`config.mk`:
```
export PLATFORM = sky130hd
export DESIGN_NAME = mem_access_ctrl
export DESIGN_NICKNAME = d
export VERILOG_FILES = /design/src/rtl/mem_access_ctrl.sv
export SDC_FILE = /design/constraint.sdc
export NUM_CORES = 1
export LEC_CHECK = 0
export ABC_AREA = 1
export CORE_ASPECT_RATIO = 1.5
export CORE_UTILIZATION = 25
export DETAILED_ROUTE_END_ITERATION = 10
export GPL_TIMING_DRIVEN = 0
export PLACE_DENSITY = 0.55
export SLEW_MARGIN = 15
export SYNTH_ARGS = -nofsm -noshare
export SYNTH_HDL_FRONTEND = slang
export SYNTH_SLANG_ARGS = --single-unit
```
`constraint.sdc`:
```
create_clock -name clk -period 2.9 [get_ports clk]
set_input_delay 0.87 -clock clk [delete_from_list [all_inputs] [get_ports clk]]
set_output_delay 0.87 -clock clk [all_outputs]
set_load 0.01 [all_outputs]
```
`src/rtl/mem_access_ctrl.sv`:
```
// mem_access_ctrl: initiator-side controller between the MEM pipeline stage and a
// multi-cycle, word-addressed data memory.
//   clk, rst                 clock, asynchronous active-low reset
//   MEMread, MEMwrite        pipeline request levels (write wins when both high)
//   address, data            byte address / write data from the pipeline
//   MEM_result               held read data (cleared by an illegal read)
//   stall                    combinational pipeline freeze while a request is pending
//   ready, addr_err          one-cycle completion pulse, error qualifier
//   mem_addr, mem_wdata      word index / write data to memory (0 when not accessing)
//   mem_re, mem_we           memory strobes; mem_we only in the last access cycle
//   mem_rdata                read data from memory
module mem_access_ctrl #(
   parameter int unsigned BASE_ADDR   = 1024,
   parameter int unsigned ADDR_WORDS  = 65536,
   parameter int unsigned WAIT_CYCLES = 4
) (
   input  logic        clk,
   input  logic        rst,
   input  logic        MEMread,
   input  logic        MEMwrite,
   input  logic [31:0] address,
   input  logic [31:0] data,
   output logic [31:0] MEM_result,
   output logic        stall,
   output logic        ready,
   output logic        addr_err,
   output logic [15:0] mem_addr,
   output logic [31:0] mem_wdata,
   output logic        mem_re,
   output logic        mem_we,
   input  logic [31:0] mem_rdata
);

   localparam int unsigned IDX_W = 16;
   localparam int unsigned CNT_W = (WAIT_CYCLES > 1) ? $clog2(WAIT_CYCLES) : 1;
   localparam logic [CNT_W-1:0] CNT_LAST = CNT_W'(WAIT_CYCLES - 1);

   typedef enum logic [1:0] {
      ST_IDLE   = 2'd0,
      ST_ACCESS = 2'd1,
      ST_DONE   = 2'd2
   } state_e;

   state_e            state_q, state_d;
   logic [CNT_W-1:0]  cnt_q, cnt_d;
   logic              write_q, write_d;
   logic              err_q, err_d;
   logic [IDX_W-1:0]  mem_addr_q, mem_addr_d;
   logic [31:0]       mem_wdata_q, mem_wdata_d;
   logic [31:0]       result_q, result_d;
   logic              mem_re_q, mem_re_d;
   logic              mem_we_q, mem_we_d;
   logic              ready_q, ready_d;
   logic              addr_err_q, addr_err_d;

   logic              req;
   logic              illegal;
   logic [31:0]       offset;
   logic [29:0]       word_idx;

   // Address decode: byte offset from the base, word index and legality.
   always_comb begin
      req      = MEMread | MEMwrite;
      offset   = address - 32'(BASE_ADDR);
      word_idx = 30'(offset >> 2);
      illegal  = (address < 32'(BASE_ADDR)) ||
                 (address[1:0] != 2'b00) ||
                 ({2'b00, word_idx} >= 32'(ADDR_WORDS));
   end

   // Next state, latched request and next registered outputs.
   always_comb begin
      state_d     = state_q;
      cnt_d       = cnt_q;
      write_d     = write_q;
      err_d       = err_q;
      mem_addr_d  = mem_addr_q;
      mem_wdata_d = mem_wdata_q;
      result_d    = result_q;

      unique case (state_q)
         ST_IDLE: begin
            if (req) begin
               write_d = MEMwrite;
               if (illegal) begin
                  state_d = ST_DONE;
                  err_d   = 1'b1;
                  if (!MEMwrite) begin
                     result_d = '0;
                  end
               end else begin
                  state_d     = ST_ACCESS;
                  cnt_d       = '0;
                  err_d       = 1'b0;
                  mem_addr_d  = word_idx[IDX_W-1:0];
                  mem_wdata_d = data;
               end
            end
         end
         ST_ACCESS: begin
            cnt_d = cnt_q + CNT_W'(1);
            if (cnt_q == CNT_LAST) begin
               state_d     = ST_DONE;
               cnt_d       = '0;
               err_d       = 1'b0;
               mem_addr_d  = '0;
               mem_wdata_d = '0;
               if (!write_q) begin
                  result_d = mem_rdata;
               end
            end
         end
         ST_DONE: begin
            state_d = ST_IDLE;
         end
         default: begin
            state_d = ST_IDLE;
         end
      endcase

      // Strobes are decoded from the next state so they line up with ACCESS/DONE.
      mem_re_d   = (state_d == ST_ACCESS) && !write_d;
      mem_we_d   = (state_d == ST_ACCESS) && write_d && (cnt_d == CNT_LAST);
      ready_d    = (state_d == ST_DONE);
      addr_err_d = (state_d == ST_DONE) && err_d;
   end

   // State and output registers.
   always_ff @(posedge clk or negedge rst) begin
      if (!rst) begin
         state_q     <= ST_IDLE;
         cnt_q       <= '0;
         write_q     <= 1'b0;
         err_q       <= 1'b0;
         mem_addr_q  <= '0;
         mem_wdata_q <= '0;
         result_q    <= '0;
         mem_re_q    <= 1'b0;
         mem_we_q    <= 1'b0;
         ready_q     <= 1'b0;
         addr_err_q  <= 1'b0;
      end else begin
         state_q     <= state_d;
         cnt_q       <= cnt_d;
         write_q     <= write_d;
         err_q       <= err_d;
         mem_addr_q  <= mem_addr_d;
         mem_wdata_q <= mem_wdata_d;
         result_q    <= result_d;
         mem_re_q    <= mem_re_d;
         mem_we_q    <= mem_we_d;
         ready_q     <= ready_d;
         addr_err_q  <= addr_err_d;
      end
   end

   // Stall covers the request cycle in IDLE and the whole access.
   always_comb begin
      stall = ((state_q == ST_IDLE) && req) || (state_q == ST_ACCESS);
   end

   assign MEM_result = result_q;
   assign ready      = ready_q;
   assign addr_err   = addr_err_q;
   assign mem_addr   = mem_addr_q;
   assign mem_wdata  = mem_wdata_q;
   assign mem_re     = mem_re_q;
   assign mem_we     = mem_we_q;

endmodule

```
### Word-level counts from Yosys, hierarchy flattened

Index checks and enable logic that the tools add are counted.

* bits in registers: 90
* bits of input ports: 100

* add/sub/neg operators: 2
* order comparisons: 2
* equality and inequality tests: 11
* multiplexer cells: 28
* bitwise operators: 1
* reduce and logical (&&, ||, !) cells: 14

Operators by type and width (count)
* 32-bit two-way mux: 8
* 32-bit case mux with 2 select lines: 2
* 16-bit two-way mux: 3
* 32-bit by 11-bit less-than comparator with 1-bit output (second input constant): 1
* 16-bit case mux with 2 select lines: 1
* 32-bit by 11-bit subtractor with 32-bit output (second input constant): 1
* 30-bit by 17-bit greater-or-equal comparator with 1-bit output (second input constant): 1
* 2-bit two-way mux: 6
* 2-bit != test (second input constant): 6
* 2-bit case mux with 2 select lines: 2
* 2-bit == test (second input constant): 3
* 6-bit AND reduction: 1
* 1-bit logical AND: 5
* 1-bit two-way mux: 5
* 2-bit by 1-bit == test with 1-bit output (second input constant): 2
* 4-bit AND reduction: 1
* 2-bit nonzero test: 2
* 1-bit logical OR: 3
* 2-bit by 1-bit adder with 2-bit output (second input constant): 1
* 2-bit logical NOT: 1
* 1-bit case mux with 2 select lines: 1
* 1-bit logical NOT: 1
* 1-bit bitwise OR: 1

### Longest topological paths before layout

* depth in word-level cells: 9
* gate-level depth with buffers: 17

### Least setup slack after synthesis

Ideal clock, no wire load.

* path type: input to register
* from: input address[10]
* to: register mem_addr_q[12] (netlist: mem_addr[12])
* data arrival time: 2.434 ns
* slack: 0.345 ns
* stages: 14
* path through: inv_1 -> ha_1 -> nand3_2 -> nor2_1 -> nand3b_1 -> xor2_1 -> nand2_1 -> nor2_2 -> nand2_2 -> nor2_4 -> inv_2 -> buf_2 -> nand3_1 -> nand2_1

* cells in the longest elaborated chain, start to end: 5

RTL lines
* start: declaration: line 21 `input logic [31:0] address,`
* 32-bit by 11-bit subtractor with 32-bit output or 32-bit by 11-bit less-than comparator with 1-bit output (tied branches): line 64, 66
* 30-bit by 17-bit greater-or-equal comparator with 1-bit output or 1-bit logical OR (tied branches): line 68, 66
* 1-bit logical OR: line 67 `(address[1:0] != 2'b00) ||`
* 2-bit != test (no line)
* 4-bit AND reduction (no line)
* end signal: assignment: line 147 `mem_addr_q <= mem_addr_d;`
* end: declaration: line 48 `logic [IDX_W-1:0] mem_addr_q, mem_addr_d;`

Several ways; a longest one is shown, not always the timed one. The select of a mux whose other input is x is not followed.
A chain may end at the register's enable or synchronous reset.

### Final worst setup path

* from: input MEMread
* to: output stall

* cells in the longest elaborated chain, start to end: 3

RTL lines
* start: declaration: line 19 `input logic MEMread,`
* 1-bit bitwise OR: line 63 `req = MEMread | MEMwrite;`
* 1-bit logical AND: line 159 `stall = ((state_q == ST_IDLE) && req) || (state_q == ST_ACCESS);`
* 1-bit logical OR: line 159
* end: declaration: line 24 `output logic stall,`

No other way between the ends.

==> flow_summary.yaml <==
min_path:
  hp-start: "MEM_result[27]$_DFFE_PN0P_"
  whs_path_depth: 2
  min_to: "MEM_result[27]$_DFFE_PN0P_"
  hp-class: "reg2reg"
die:
  row_count: 58
  fp.dieW_microns: 108.4
  ios: 185
  initial_core_util_pct: 25.42
  die_area_sq_mm: 0.01751
  die_h_microns: 161.6
  core-area_sq_mm: 0.01669
layout:
  layout_commonest_cell: "nand2_1"
  multi_input_comb_area_sq_mm: 0.001861
  area_growth_pct: 62.37
  layout_common_cells: "207 x nand2_1, 162 x clkdlybuf4s50_1, 89 x dfrtp_1, 61 x nand3_1, 37 x o21ai_0"
  fin_nets: 839
  final.fill_count: 1722
  fin_cells: 952
  layout-drive-gt1-share_pct: 12.94
  register_area_sq_mm: 0.002227
  stdcell_area_sq_mm: 0.006889
  postLayoutCoreUtil_pct: 41.27
  antenna_cells: 0
synthesis:
  syn_avg_cell_area_sq_um: 7.975
  ys_seq_area_share_pct: 52.49
  synth.distinct_cells: 26
  ys_ff_latch: 89
  yosysWarnings: 0
  synth_cells: 532
  syn_area_sq_mm: 0.004243
  syn_nets: 634
timing:
  fmax_ghz: 0.3559
  relSlewSlack_pct: 57.29
  worstMarginPinSlew_ps: 640.6
  rsz0062_at_grt: "yes"
  finalCriticalPeriod_ps: 2810
  layout_worst_path_cycle_share_pct: 96.88
  hold_slack_ps: 486.6
  fin_skew_ps: 7.564
  tns_ps: 0
  timing.final.max_slew_violations: 0
  hold_violations: 0
  setup_viol: 0
clocking:
  clock_latency_ps: 330
  cts_hold_buf: 0
  numClockSinks: 89
  h-tree-depth: 3
  clockBufferDepth: 2
  cts-root-buf: "clkbuf_16"
  clk_pin_slew_ps: 60
  cts_made_buffers: 9
  cts_tree: "built"
pwr:
  power_density_mw_per_mm2: 408.5
  p_leak_nw: 3.173
  vdd_drop_max_mv: 0.2410
grt:
  grt_pass1_wl_mm: 21.49
  grt_max_degree: 50
  overflow: 0
  grt_pass1_vias: 4205
  grtUsageTotal_pct: 16.03
  antenna_found_initial: 0
routing:
  ant_nets: 0
  wirelength_mm: 13.63
  drtIter0Drc: 296
  via_per_inst: 4.373
  routedWlPerCell_microns: 14.32
  drc_errors: 0
  vias: 4163
  dr.pass1.iters: 5
critical_path:
  max_stage_delay_ps: 460
  startpoint_type: "input port"
  crit_type: "in2out"
  cp_slowest_cell: "clkdlybuf4s50_1"
  crit_arrival_ps: 1940
  endpoint_kind: "output pin"
  r2r-end: "MEM_result[24]$_DFFE_PN0P_"
  reg2reg_from: "state_q[1]$_DFF_PN0_"
  required_ps: 2030
  reg2reg_slack_ps: 690
  path_delay_family: "buffers and inverters"
  cp_cell_sequence: "clkdlybuf4s50_1 -> nor2_1 -> nor2_2 -> inv_2 -> nand2_1 -> clkdlybuf4s15_2"
  cp_num_buf_inv: 3
  rr_worst_depth: 8
  cp_max_fo: 3
placement:
  placed_area_sq_mm: 0.006365
  dp.cells: 927
  gp_congestion: 0.8696
  io_buffers: 184
  hpwl_mm: 10.58
job:
  maxCapViolations: 0
status:
  run_status: "complete, no violations"
-- worst reg2reg max path, cell delays in order (launching register included) --
cell and delay (ps):
dfrtp_1 420, nor2_1 460, nand2_1 350, nand2_1 160
inv_1 50, nor2_1 110, nand2_2 150, buf_2 210
o21ai_0 210
-- worst max-delay path by stage --
stage | startpoint | to | slack, ps | depth (start not counted)
floorplan | address[10] | mem_addr[12]$_DFFE_PN0P_ | 350 | 14
global placement | rst | mem_wdata[20]$_DFFE_PN0P_ | -2330 | 1
detailed placement | address[10] | mem_re$_DFF_PN0_ | -680 | 16
CTS | address[27] | mem_addr[5]$_DFFE_PN0P_ | 30 | 15
global route | address[10] | mem_addr[6]$_DFFE_PN0P_ | -1 | 16
finish | MEMread | stall | 90 | 6
-- what timing repair did --
| action | CTS | global route |
|---|---|---|
| setup buffers | 6 | 2 |
| gates resized for setup | 46 | 16 |
| pin swaps | 11 | 10 |
| endpoints found under the setup margin | 83 | 68 |
| cloned | 1 | 0 |
-- metrics by stage --
step / power [mW] / setup slack (ps)
after floorplan: 1.403 / 345.1
after global placement: 1.617 / -2335
after detailed placement: 1.623 / -677.6
after CTS: 2.850 / 25.77
after global routing: 2.953 / -1.279
final: 2.814 / 90.43
-- registers in the layout (all words and copies together) (netlist names) --
register and flops:
mem_we 1, mem_re 1, MEM_result 32, ready 1, addr_err 1, mem_addr 16
cnt_q 2, write_q 1, state_q 2, mem_wdata 32
-- cells in the mapped netlist --
| cell | instances | share of area, % |
|---|---|---|
| nand3b_1 | 4 | 0.71 |
| clkinv_1 | 1 | 0.088 |
| buf_6 | 3 | 0.80 |
| nand4_1 | 3 | 0.44 |
| nor2_2 | 9 | 1.3 |
| nand3_1 | 62 | 7.3 |
| dfrtp_1 | 89 | 52 |
| ha_1 | 2 | 0.59 |
| nand2_2 | 6 | 0.88 |
| or2_2 | 3 | 0.44 |
| nor2_1 | 35 | 3.1 |
| buf_2 | 10 | 1.2 |
| o21ai_0 | 37 | 4.4 |
| xnor2_1 | 2 | 0.41 |
| a22o_1 | 1 | 0.21 |
| nand2_1 | 210 | 19 |
| inv_2 | 2 | 0.18 |
| nor2_4 | 6 | 1.6 |
| and2_1 | 1 | 0.15 |
| clkbuf_1 | 8 | 0.71 |
| a21oi_1 | 2 | 0.24 |
| nand3_2 | 1 | 0.24 |
| buf_4 | 3 | 0.53 |
| inv_1 | 26 | 2.3 |
| o21ai_1 | 1 | 0.12 |
| xor2_1 | 5 | 1.0 |
-- cells by family (layout without fill, tap and decap cells) --
kind of cell    count (synthesis)  in the layout  share of synthesized area (%)
flops                          89             89                          52.49
compound gates                 41             41                          4.925
buf+inv                        53            263                          5.780
simple gates                  340            340                          34.77
xor+xnor                        7              7                          1.445
fa+ha+maj                       2              2                         0.5897
-- final cells by class --
class | instances | area share (%)
sequential | 89 | 32.33
timing repair buffer | 194 | 28.41
multi-input combinational | 390 | 27.01
tap | 210 | 3.814
clock buffer | 11 | 3.669
buffer | 24 | 2.270
inverter | 29 | 1.616
clock inverter | 5 | 0.8899
-- routing by layer --
| metal | global-route usage, % | wire length (microns) | vias to the layer above |
|---|---|---|---|
| li1 | - | - | 2098 |
| met1 | 17.30 | 5167 | 1914 |
| met2 | 29.50 | 7328 | 126 |
| met3 | 2.865 | 640 | 25 |
| met4 | 7.740 | 497 | 0 |
| met5 | 0 | 0 | - |
-- report_power, final --
part / total (mW) / switching, mW / internal (mW)
sequential: 1.27 / 0.0131 / 1.26
clock: 1.21 / 0.488 / 0.721
combinational: 0.333 / 0.163 / 0.171
total: 2.81 / 0.663 / 2.15
No activity file was read; power rests on OpenSTA's default activity.
